$ cat config.mk
export PLATFORM = sky130hd
export DESIGN_NAME = pca9685_regfile
export DESIGN_NICKNAME = d
export VERILOG_FILES = /design/src/rtl/pca9685_pkg.sv /design/src/rtl/pca9685_ptr_next.sv /design/src/rtl/pca9685_regfile.sv
export SDC_FILE = /design/constraint.sdc
export NUM_CORES = 2
export LEC_CHECK = 0
export ABC_AREA = 1
export CELL_PAD_IN_SITES_DETAIL_PLACEMENT = 0
export CELL_PAD_IN_SITES_GLOBAL_PLACEMENT = 1
export CORE_ASPECT_RATIO = 1.5
export CORE_UTILIZATION = 39
export CTS_BUF_LIST = sky130_fd_sc_hd__clkbuf_4
export DETAILED_ROUTE_END_ITERATION = 10
export PLACE_DENSITY_LB_ADDON = 0.1
export SETUP_SLACK_MARGIN = 0.15
export SYNTH_ARGS = -nofsm -noshare
export SYNTH_HDL_FRONTEND = slang
export SYNTH_SLANG_ARGS = --single-unit
$ cat constraint.sdc
create_clock -name clk_i -period 3.5 [get_ports clk_i]
set_input_delay 0.7 -clock clk_i [delete_from_list [all_inputs] [get_ports clk_i]]
set_output_delay 0.7 -clock clk_i [all_outputs]
set_load 0.005 [all_outputs]
$ cat src/rtl/pca9685_pkg.sv
// Shared register map, mode-bit positions, reset values and LED register helpers
// for the PCA9685-compatible register bank.
package pca9685_pkg;

  localparam logic [7:0] ADDR_MODE1        = 8'h00;
  localparam logic [7:0] ADDR_MODE2        = 8'h01;
  localparam logic [7:0] ADDR_LED0_ON_L    = 8'h06;
  localparam logic [7:0] ADDR_LED_LAST     = 8'h45;
  localparam logic [7:0] ADDR_ALL_LED_ON_L = 8'hFA;
  localparam logic [7:0] ADDR_PRE_SCALE    = 8'hFE;

  localparam int unsigned MODE1_SLEEP  = 4;
  localparam int unsigned MODE1_AI     = 5;
  localparam int unsigned MODE2_OCH    = 3;
  localparam int unsigned MODE2_INVRT  = 4;
  localparam int unsigned MODE2_OUTDRV = 2;

  localparam logic [7:0] MODE1_RST    = 8'h11;
  localparam logic [7:0] MODE2_RST    = 8'h04;
  localparam logic [7:0] PRESCALE_MIN = 8'h03;

  typedef enum logic [1:0] {
    BYTE_ON_L  = 2'd0,
    BYTE_ON_H  = 2'd1,
    BYTE_OFF_L = 2'd2,
    BYTE_OFF_H = 2'd3
  } led_byte_e;

  // ON_H/OFF_H keep only bits [4:0]: bit4 is the full-on/full-off flag.
  typedef struct packed {
    logic [7:0] on_l;
    logic [4:0] on_h;
    logic [7:0] off_l;
    logic [4:0] off_h;
  } led_regs_t;

  localparam led_regs_t LED_RST = '{on_l: 8'h00, on_h: 5'h00, off_l: 8'h00, off_h: 5'h10};

  function automatic led_regs_t led_write(input led_regs_t r, input led_byte_e b,
                                          input logic [7:0] d);
    led_regs_t n;
    n = r;
    case (b)
      BYTE_ON_L:  n.on_l  = d;
      BYTE_ON_H:  n.on_h  = d[4:0];
      BYTE_OFF_L: n.off_l = d;
      default:    n.off_h = d[4:0];
    endcase
    return n;
  endfunction

  function automatic logic [7:0] led_read(input led_regs_t r, input led_byte_e b);
    case (b)
      BYTE_ON_L:  return r.on_l;
      BYTE_ON_H:  return {3'b000, r.on_h};
      BYTE_OFF_L: return r.off_l;
      default:    return {3'b000, r.off_h};
    endcase
  endfunction

endpackage

$ cat src/rtl/pca9685_ptr_next.sv
// Register-pointer auto-increment: wraps to 0x00 after the last LED register
// and from PRE_SCALE or 0xFF, otherwise steps by one.
module pca9685_ptr_next
  import pca9685_pkg::*;
(
  input  logic [7:0] ptr_i,
  output logic [7:0] ptr_next_o
);

  always_comb begin
    if (ptr_i == ADDR_LED_LAST || ptr_i >= ADDR_PRE_SCALE) begin
      ptr_next_o = '0;
    end else begin
      ptr_next_o = ptr_i + 8'd1;
    end
  end

endmodule

$ cat src/rtl/pca9685_regfile.sv
// PCA9685-compatible register bank fed by the I2C target byte stream; holds
// shadow/active LED copies and drives the PWM generator's channel read port.
module pca9685_regfile
  import pca9685_pkg::*;
#(
  parameter int unsigned NUM_CH       = 16,
  parameter logic [7:0]  PRESCALE_RST = 8'h1E
) (
  input  logic        clk_i,
  input  logic        rst_ni,
  input  logic        xfer_start_i,
  input  logic        stop_i,
  input  logic        wr_valid_i,
  input  logic [7:0]  wr_data_i,
  input  logic        rd_req_i,
  output logic [7:0]  rd_data_o,
  output logic        rd_valid_o,
  input  logic [3:0]  chan_sel_i,
  output logic [12:0] chan_on_o,
  output logic [12:0] chan_off_o,
  output logic [7:0]  prescale_o,
  output logic        sleep_o,
  output logic        invrt_o,
  output logic        outdrv_o
);

  logic [7:0]  mode1_q, mode1_d, mode2_q, mode2_d, prescale_q, prescale_d;
  logic [7:0]  ptr_q, ptr_d, rd_data_q, rd_data_d;
  logic        ptr_pending_q, ptr_pending_d, rd_valid_q, rd_valid_d;
  logic [12:0] chan_on_q, chan_on_d, chan_off_q, chan_off_d;
  led_regs_t   shadow_q [NUM_CH];
  led_regs_t   shadow_d [NUM_CH];
  led_regs_t   active_q [NUM_CH];
  led_regs_t   active_d [NUM_CH];

  logic [7:0]  ptr_inc, led_off, all_off, rd_byte;
  logic        in_led, in_all, pend_eff;
  logic [3:0]  led_idx;
  led_byte_e   led_byte, all_byte;

  pca9685_ptr_next u_ptr_next (
    .ptr_i      (ptr_q),
    .ptr_next_o (ptr_inc)
  );

  always_comb begin
    led_off  = ptr_q - ADDR_LED0_ON_L;
    all_off  = ptr_q - ADDR_ALL_LED_ON_L;
    in_led   = (led_off < 8'h40);
    in_all   = (all_off < 8'h04);
    led_idx  = led_off[5:2];
    led_byte = led_byte_e'(led_off[1:0]);
    all_byte = led_byte_e'(all_off[1:0]);
  end

  always_comb begin
    rd_byte = '0;
    if (ptr_q == ADDR_MODE1)          rd_byte = mode1_q;
    else if (ptr_q == ADDR_MODE2)     rd_byte = mode2_q;
    else if (ptr_q == ADDR_PRE_SCALE) rd_byte = prescale_q;
    else if (in_led)                  rd_byte = led_read(shadow_q[led_idx], led_byte);
  end

  always_comb begin
    mode1_d       = mode1_q;
    mode2_d       = mode2_q;
    prescale_d    = prescale_q;
    ptr_d         = ptr_q;
    rd_data_d     = rd_data_q;
    rd_valid_d    = 1'b0;
    shadow_d      = shadow_q;
    active_d      = active_q;
    // A START in the same cycle as a byte makes that byte the pointer.
    pend_eff      = ptr_pending_q | xfer_start_i;
    ptr_pending_d = pend_eff;

    if (wr_valid_i) begin
      if (pend_eff) begin
        ptr_d         = wr_data_i;
        ptr_pending_d = 1'b0;
      end else begin
        if (ptr_q == ADDR_MODE1) begin
          mode1_d = wr_data_i;
        end else if (ptr_q == ADDR_MODE2) begin
          mode2_d = wr_data_i;
        end else if (ptr_q == ADDR_PRE_SCALE) begin
          if (mode1_q[MODE1_SLEEP])
            prescale_d = (wr_data_i < PRESCALE_MIN) ? PRESCALE_MIN : wr_data_i;
        end else if (in_led) begin
          shadow_d[led_idx] = led_write(shadow_q[led_idx], led_byte, wr_data_i);
          if (mode2_q[MODE2_OCH])
            active_d[led_idx] = led_write(active_q[led_idx], led_byte, wr_data_i);
        end else if (in_all) begin
          for (int unsigned ch = 0; ch < NUM_CH; ch++) begin
            shadow_d[ch] = led_write(shadow_q[ch], all_byte, wr_data_i);
            if (mode2_q[MODE2_OCH])
              active_d[ch] = led_write(active_q[ch], all_byte, wr_data_i);
          end
        end
        if (mode1_q[MODE1_AI]) ptr_d = ptr_inc;
      end
    end else if (rd_req_i) begin
      rd_valid_d = 1'b1;
      rd_data_d  = rd_byte;
      if (mode1_q[MODE1_AI]) ptr_d = ptr_inc;
    end

    // Commit uses shadow_d so a byte landing with STOP is included.
    if (stop_i && !mode2_q[MODE2_OCH]) active_d = shadow_d;

    chan_on_d  = {active_q[chan_sel_i].on_h,  active_q[chan_sel_i].on_l};
    chan_off_d = {active_q[chan_sel_i].off_h, active_q[chan_sel_i].off_l};
  end

  always_ff @(posedge clk_i or negedge rst_ni) begin
    if (!rst_ni) begin
      mode1_q       <= MODE1_RST;
      mode2_q       <= MODE2_RST;
      prescale_q    <= PRESCALE_RST;
      ptr_q         <= '0;
      ptr_pending_q <= 1'b0;
      rd_data_q     <= '0;
      rd_valid_q    <= 1'b0;
      chan_on_q     <= '0;
      chan_off_q    <= 13'h1000;
      for (int unsigned ch = 0; ch < NUM_CH; ch++) begin
        shadow_q[ch] <= LED_RST;
        active_q[ch] <= LED_RST;
      end
    end else begin
      mode1_q       <= mode1_d;
      mode2_q       <= mode2_d;
      prescale_q    <= prescale_d;
      ptr_q         <= ptr_d;
      ptr_pending_q <= ptr_pending_d;
      rd_data_q     <= rd_data_d;
      rd_valid_q    <= rd_valid_d;
      chan_on_q     <= chan_on_d;
      chan_off_q    <= chan_off_d;
      shadow_q      <= shadow_d;
      active_q      <= active_d;
    end
  end

  assign rd_data_o  = rd_data_q;
  assign rd_valid_o = rd_valid_q;
  assign chan_on_o  = chan_on_q;
  assign chan_off_o = chan_off_q;
  assign prescale_o = prescale_q;
  assign sleep_o    = mode1_q[MODE1_SLEEP];
  assign invrt_o    = mode2_q[MODE2_INVRT];
  assign outdrv_o   = mode2_q[MODE2_OUTDRV];

endmodule

# After elaboration in Yosys (flattened, before gate mapping)

Cells that the tools add are included.

Add/sub/neg operators: 3
Magnitude comparators: 7
Equality and inequality tests: 14
Muxes and demuxes: 172
Bitwise gates (word level): 7
Reductions and logical operators: 23

Operators by type and width:

| cell                                                                   | count |
|---|---|
| 416-bit 2-to-1 mux                                                     | 16 |
| 416-bit bitwise mux                                                    | 2 |
| 8-bit 2-to-1 mux                                                       | 74 |
| 5-bit 2-to-1 mux                                                       | 64 |
| 26-bit binary-select mux with 4-bit select                             | 3 |
| 26-bit 2-to-1 mux                                                      | 8 |
| 26-bit demux with 4-bit select                                         | 1 |
| 9-bit AND reduction                                                    | 4 |
| 8-bit case mux with 3 select lines                                     | 1 |
| 3-bit nonzero test                                                     | 4 |
| 5-bit greater-or-equal comparator (second input constant)              | 2 |
| 4-bit inverter with 5-bit output                                       | 2 |
| 8-bit by 1-bit adder with 8-bit output (second input constant)         | 1 |
| 8-bit by 1-bit equality test with 1-bit output (second input constant) | 1 |
| 8-bit by 7-bit equality test with 1-bit output (second input constant) | 1 |
| 8-bit equality test (second input constant)                            | 1 |
| 8-bit greater-or-equal comparator (second input constant)              | 1 |
| 8-bit logical NOT                                                      | 1 |
| 8-bit by 2-bit < comparator with 1-bit output (second input constant)  | 1 |
| 8-bit by 3-bit < comparator with 1-bit output (second input constant)  | 1 |
| 8-bit by 7-bit < comparator with 1-bit output (second input constant)  | 1 |
| 2-bit by 1-bit != test with 1-bit output (second input constant)       | 4 |
| 8-bit by 3-bit subtractor with 8-bit output (second input constant)    | 1 |
| 8-bit subtractor (second input constant)                               | 1 |
| 18 further kinds                                                       | 30 |

Register bits: 900
Bits of input ports: 18
Output and inout bits: 46
Logic and storage cells: 363

# Logic depth before layout (Yosys ltp)

Depth after elaboration: 22
Gate-level depth with buffers: 22
Mapped depth without buffers: 19

# Cells and area by module

A second synthesis with hierarchy kept.

Cells, all modules: 12421
Area total of the unflattened synthesis: 72642.2 µm²

By module, submodules not included:

| module           | times used | cells an instance | area each (µm²) | sequential area each (µm²) |
|---|---|---|---|---|
| pca9685_regfile  | 1          | 12372             | 72383.2         | 22571.6 |
| pca9685_ptr_next | 1          | 49                | 259.0           | 0.0 |

# Worst setup path before layout

No wires, ideal clock.

Path kind: register to register
Start: reg ptr_q[1]
End: reg active_q[317] (netlist name)
Setup time: 117 ps
Arrival: 2684 ps
Data required time: 3383 ps
Slack: 699 ps
Stages on the path, launching flop included: 18
Path buffers: 5
Period minus slack after synthesis: 2801 ps
Cell sequence: dfrtp_1 -> inv_1 -> ha_1 -> buf_2 -> inv_2 -> buf_2 -> clkbuf_1 -> nor2_1 -> nand2_1 -> buf_2 -> buf_1 -> a21oi_1 -> nand2_1 -> nand2_1 -> nand2_1 -> nand2_1 -> nand2_1 -> nand2_1

Cells in the longest elaborated chain, start to end: 22
Elaborated cells between the ends (all ways): 62
Those cells by class: add/sub: 2; order compare: 4; eq/ne: 9; mux: 41; bitwise: 1; reduce/logical: 5

Ends and longest elaborated chain:

| item                                                   | RTL line                                     | RTL |
|---|---|---|
| from (decl)                                            | pca9685_regfile.sv:28                        | `logic [7:0] ptr_q, ptr_d, rd_data_q, rd_data_d;` |
| from (signal assigned)                                 | pca9685_regfile.sv:134                       | `ptr_q <= ptr_d;` |
| 8-bit by 3-bit subtractor with 8-bit output            | pca9685_regfile.sv:47                        | `led_off = ptr_q - ADDR_LED0_ON_L;` |
| 4-bit inverter with 5-bit output (not written as such) | pca9685_regfile.sv:90, pca9685_regfile.sv:92 |  |
| 26-bit binary-select mux with 4-bit select             | pca9685_regfile.sv:92                        | `active_d[led_idx] = led_write(active_q[led_idx], led_byte, wr_data_i);` |
| 26-bit 2-to-1 mux (not written as such) (2 in a row)   | pca9685_regfile.sv:92                        |  |
| 8-bit 2-to-1 mux                                       | pca9685_pkg.sv:43                            | `case (b)` |
| 8-bit 2-to-1 mux                                       | pca9685_regfile.sv:91                        | `if (mode2_q[MODE2_OCH])` |
| 8-bit 2-to-1 mux                                       | pca9685_regfile.sv:89                        | `end else if (in_led) begin` |
| 8-bit 2-to-1 mux                                       | pca9685_regfile.sv:86                        | `end else if (ptr_q == ADDR_PRE_SCALE) begin` |
| [... 5 more ...]                                       | n/a                                          |  |
| 416-bit 2-to-1 mux                                     | pca9685_regfile.sv:91                        |  |
| 416-bit 2-to-1 mux                                     | pca9685_regfile.sv:89                        |  |
| 416-bit 2-to-1 mux                                     | pca9685_regfile.sv:86                        |  |
| 416-bit 2-to-1 mux                                     | pca9685_regfile.sv:84                        | `end else if (ptr_q == ADDR_MODE2) begin` |
| 416-bit 2-to-1 mux                                     | pca9685_regfile.sv:82                        | `if (ptr_q == ADDR_MODE1) begin` |
| 416-bit 2-to-1 mux                                     | pca9685_regfile.sv:78                        | `if (pend_eff) begin` |
| 416-bit 2-to-1 mux                                     | pca9685_regfile.sv:77                        | `if (wr_valid_i) begin` |
| 416-bit 2-to-1 mux                                     | pca9685_regfile.sv:109                       | `if (stop_i && !mode2_q[MODE2_OCH]) active_d = shadow_d;` |
| to (signal assigned)                                   | pca9685_regfile.sv:141                       | `active_q <= active_d;` |
| to (decl)                                              | pca9685_regfile.sv:33                        | `led_regs_t active_q [NUM_CH];` |

Parallel ways exist; a longest one is shown, timed or not. The select of a mux whose other input is x is not followed.
A chain may end at the register's enable or synchronous reset.

# Worst setup path in the final report

Start: reg ptr_q[1]
End: reg rd_data_q[6], in the netlist rd_data_o[6]

Cells in the longest elaborated chain, start to end: 10
Elaborated cells between the ends (all ways): 17
Those cells by class: add/sub: 1; order compare: 1; eq/ne: 4; mux: 8; bitwise: 1; reduce/logical: 2

Ends and longest elaborated chain:

| item                                                   | RTL line               | RTL |
|---|---|---|
| 8-bit by 3-bit subtractor with 8-bit output            | pca9685_regfile.sv:47  |  |
| 4-bit inverter with 5-bit output (not written as such) | pca9685_regfile.sv:61  | `else if (in_led) rd_byte = led_read(shadow_q[led_idx], led_byte);` |
| 26-bit binary-select mux with 4-bit select             | pca9685_regfile.sv:61  |  |
| 26-bit 2-to-1 mux (not written as such) (2 in a row)   | pca9685_regfile.sv:61  |  |
| 8-bit case mux with 3 select lines                     | pca9685_pkg.sv:53      | `case (b)` |
| 8-bit 2-to-1 mux                                       | pca9685_regfile.sv:61  |  |
| 8-bit 2-to-1 mux                                       | pca9685_regfile.sv:60  | `else if (ptr_q == ADDR_PRE_SCALE) rd_byte = prescale_q;` |
| 8-bit 2-to-1 mux                                       | pca9685_regfile.sv:59  | `else if (ptr_q == ADDR_MODE2) rd_byte = mode2_q;` |
| 8-bit 2-to-1 mux *                                     | pca9685_regfile.sv:58  | `if (ptr_q == ADDR_MODE1) rd_byte = mode1_q;` |
| to (signal assigned)                                   | pca9685_regfile.sv:136 | `rd_data_q <= rd_data_d;` |
| to (decl)                                              | pca9685_regfile.sv:28  |  |

Mark *: on every way between the ends. The rest lies on a longest branch, timed or not. The select of a mux whose other input is x is not followed.

==> impl_metrics.tcl <==
set metrics [dict create \
    hold_path_end "ptr_pending_q" \
    synth_area_um2 73200 \
    synthFlopType "dfrtp_1" \
    setup_viol 0 \
    die_y_um 533 \
    hp-start "wr_valid_i" \
    layout_commonest_cell "nand2_1" \
    wl_mm 420 \
    status "finished, final reports clean" \
    worstMarginPinSlew_ns 1.02 \
    rows 194 \
    crit_fanout 20 \
    grtUsageTotal_pct 42.6 \
    finalMaxSlewViolations 0 \
    drt-initial-drc-count 10168 \
    numCtsBuffers 275 \
    first_global_vias 83216 \
    vias 89167 \
    grt_first_pass_wirelength_mm 589 \
    synthesis.nets 12705 \
    slew_headroom_pct 31.8 \
    synthToLayoutAreaGrowth_pct 17.2 \
    core_um2 186000 \
    clockBufferDepth 4 \
    rrSetupSlack_ns 0.12 \
    wl_per_cell_um 27.1 \
    rr_startpoint "ptr_q[1]" \
    final_cell_mix "nand2_1 (5,526), nand3_1 (1,296), inv_1 (1,293)" \
    viasPerCell 5.76 \
    end_kind "register" \
    power.total_mw 66.4 \
    drc 0 \
    dp_slack_ns -0.113 \
    rsz0062_at_grt "true" \
    crit_type "register to register" \
    fin_nets 12851 \
    peakVddDrop_uv 369 \
    ys_warn_count 0 \
    synth.distinct_cells 41 \
    synth_cells 12680 \
    hold_class "input pin to register" \
    dp_hpwl_mm 266 \
    cts_root_buf "clkbuf_4" \
    cp.required_ns 4.59 \
    pwr_density_cell_nw_per_um2 775 \
    drive_above_1_share_pct 10.7 \
    clk_pin_slew_worst_paths_ns 0.08 \
    rr_worst_depth 16 \
    cts_tree "done" \
    clock_skew_ns 0.0721 \
    critPathLaunchType "register" \
    gp_congestion 0.983 \
    cts_sinks 900 \
    period_minus_slack_ns 3.38 \
    hold_depth 2 \
    htree_num_levels 5 \
    numPortBuffers 63 \
    die_w_um 356 \
    setup_slack_ns 0.121 \
    ys_seq_elements 900 \
    seq_area_frac_synth_pct 30.8 \
    synthArstFlopShare_pct 100 \
    grt_antenna_before_repair 33 \
    dr.pass1.iters 9 \
    cap_violations 0 \
    finalCritPeriodShare_pct 96.5 \
    leakagePower_nw 44.8 \
    synth_edf_count 0 \
    drtAntennaViolNets 0 \
    grt_overflow 0 \
    dieArea_um2 189000 \
    synth.avg_cell_area_um2 5.77 \
    critical_path_arrival_ns 4.47 \
    initial_utilization_pct 39.3 \
    holdWs_ns 0.167 \
    hold_viol 0 \
    clock.fmax_mhz 296 \
    insertion_delay_ns 1.22 \
    ios 64 \
    reg2reg_to "rd_data_o[6]" \
    grt_start_max_net_pins 116 \
]
-- worst max-delay path, cell delays in order, from the launching register on --
cell     delay (ns)
dfrtp_1        0.42
buf_4          0.17
nand2_1        0.19
nand2_1        0.18
nand2_1        0.10
nand2_4        0.17
buf_12         0.23
buf_4          0.28
nand3_1        0.10
nand2_1        0.11
nand2_1        0.15
nand3_1        0.24
nand2_1        0.30
a22oi_1        0.25
nand2_1        0.11
o21ai_0        0.09
inv_1          0.05
-- timing repair --
item / in CTS / in global routing
buffers inserted: 5 / 32
gates resized for setup: 10 / 53
pin swaps: 2 / 11
hold endpoints to repair: 682 / 0
hold buffers: 3 / 0
endpoints found under the setup margin: 157 / 344
gates cloned: 1 / 12
-- metal layers --
metal | vias up | global-route usage, % | wire [um]
met1 | 41756 | 49.0 | 150000
li1 | 40295 | - | -
met2 | 5380 | 66.1 | 185000
met4 | 26 | 38.3 | 43900
met5 | - | 0 | 207
met3 | 1710 | 9.23 | 40500
-- stage by stage --
stage	instances	instance area [um^2]	setup TNS [ns]	utilization, %
6_report	15478	85800	0	46.0
2_1_floorplan	12680	73200	0	-
5_1_grt	15459	85700	0	46.0
4_1_cts	15408	84800	0	45.5
3_5_place_dp	14946	81300	-0.306	43.6
3_3_place_gp	14946	81300	-0.288	43.6
-- where the power goes --
part	switching [mW]	total, mW	internal (mW)
Sequential	3.23	17.8	14.6
Combinational	25.2	37.4	12.2
Clock	5.68	11.2	5.54
-- how the worst max path moves through the flow --
stage | start | to | slack [ns] | depth (start not counted)
3_5_place_dp | stop_i | active_q[71] | -0.11 | 8
5_1_grt | ptr_q[1] | active_q[319] | 0.09 | 15
6_report | ptr_q[1] | rd_data_o[6] | 0.12 | 16
3_3_place_gp | stop_i | active_q[71] | -0.15 | 8
2_1_floorplan | ptr_q[1] | active_q[317] | 0.70 | 17
4_1_cts | ptr_q[1] | active_q[319] | 0.17 | 17
-- synthesized netlist by cell type (29+ instances only) --
cell         n  area [um^2]
o221ai_1    29          254
o21a_1      80          601
nand3_1   1303         6520
nand2_1   5557        20900
nor2_1     334         1250
a21oi_1   1215         6080
dfrtp_1    860        21500
nand3_4     38          666
o211ai_1    43          323
dfstp_2     40         1050
buf_2      282         1410
inv_1     1299         4880
clkbuf_1   554         2080
buf_1       73          274
o21ai_0    779         3900
-- cell type report --
| class | count | area [um^2] |
|---|---|---|
| diodes | 26 | 65.1 |
| clock buffers | 385 | 2890 |
| clock inverters | 68 | 442 |
| fillers | 20108 | 101000 |
| inverters | 1323 | 4980 |
| multi-input cells | 9514 | 42000 |
| flip-flops and latches | 900 | 22600 |
| well taps | 2450 | 3070 |
| repair buffers | 812 | 9730 |
-- sequential cells by signal, summed over array words and instances (netlist names) --
name / count
active_q: 416
shadow_q: 416
chan_off_o: 13
chan_on_o: 13
mode1_q: 8
mode2_q: 8
prescale_o: 8
ptr_q: 8
rd_data_o: 8
ptr_pending_q: 1
rd_valid_o: 1
-- kinds of logic after synthesis --
logic type      after synthesis  synth area share (%)
buf+inv                    2269                  12.4
xor+xnor                      2                0.0342
fa+ha+maj                     7                 0.120
compound gates             2183                  15.6
simple gates               7319                  41.0
flops                       900                  30.8
Note: power is estimated with default switching activity, not from simulation.
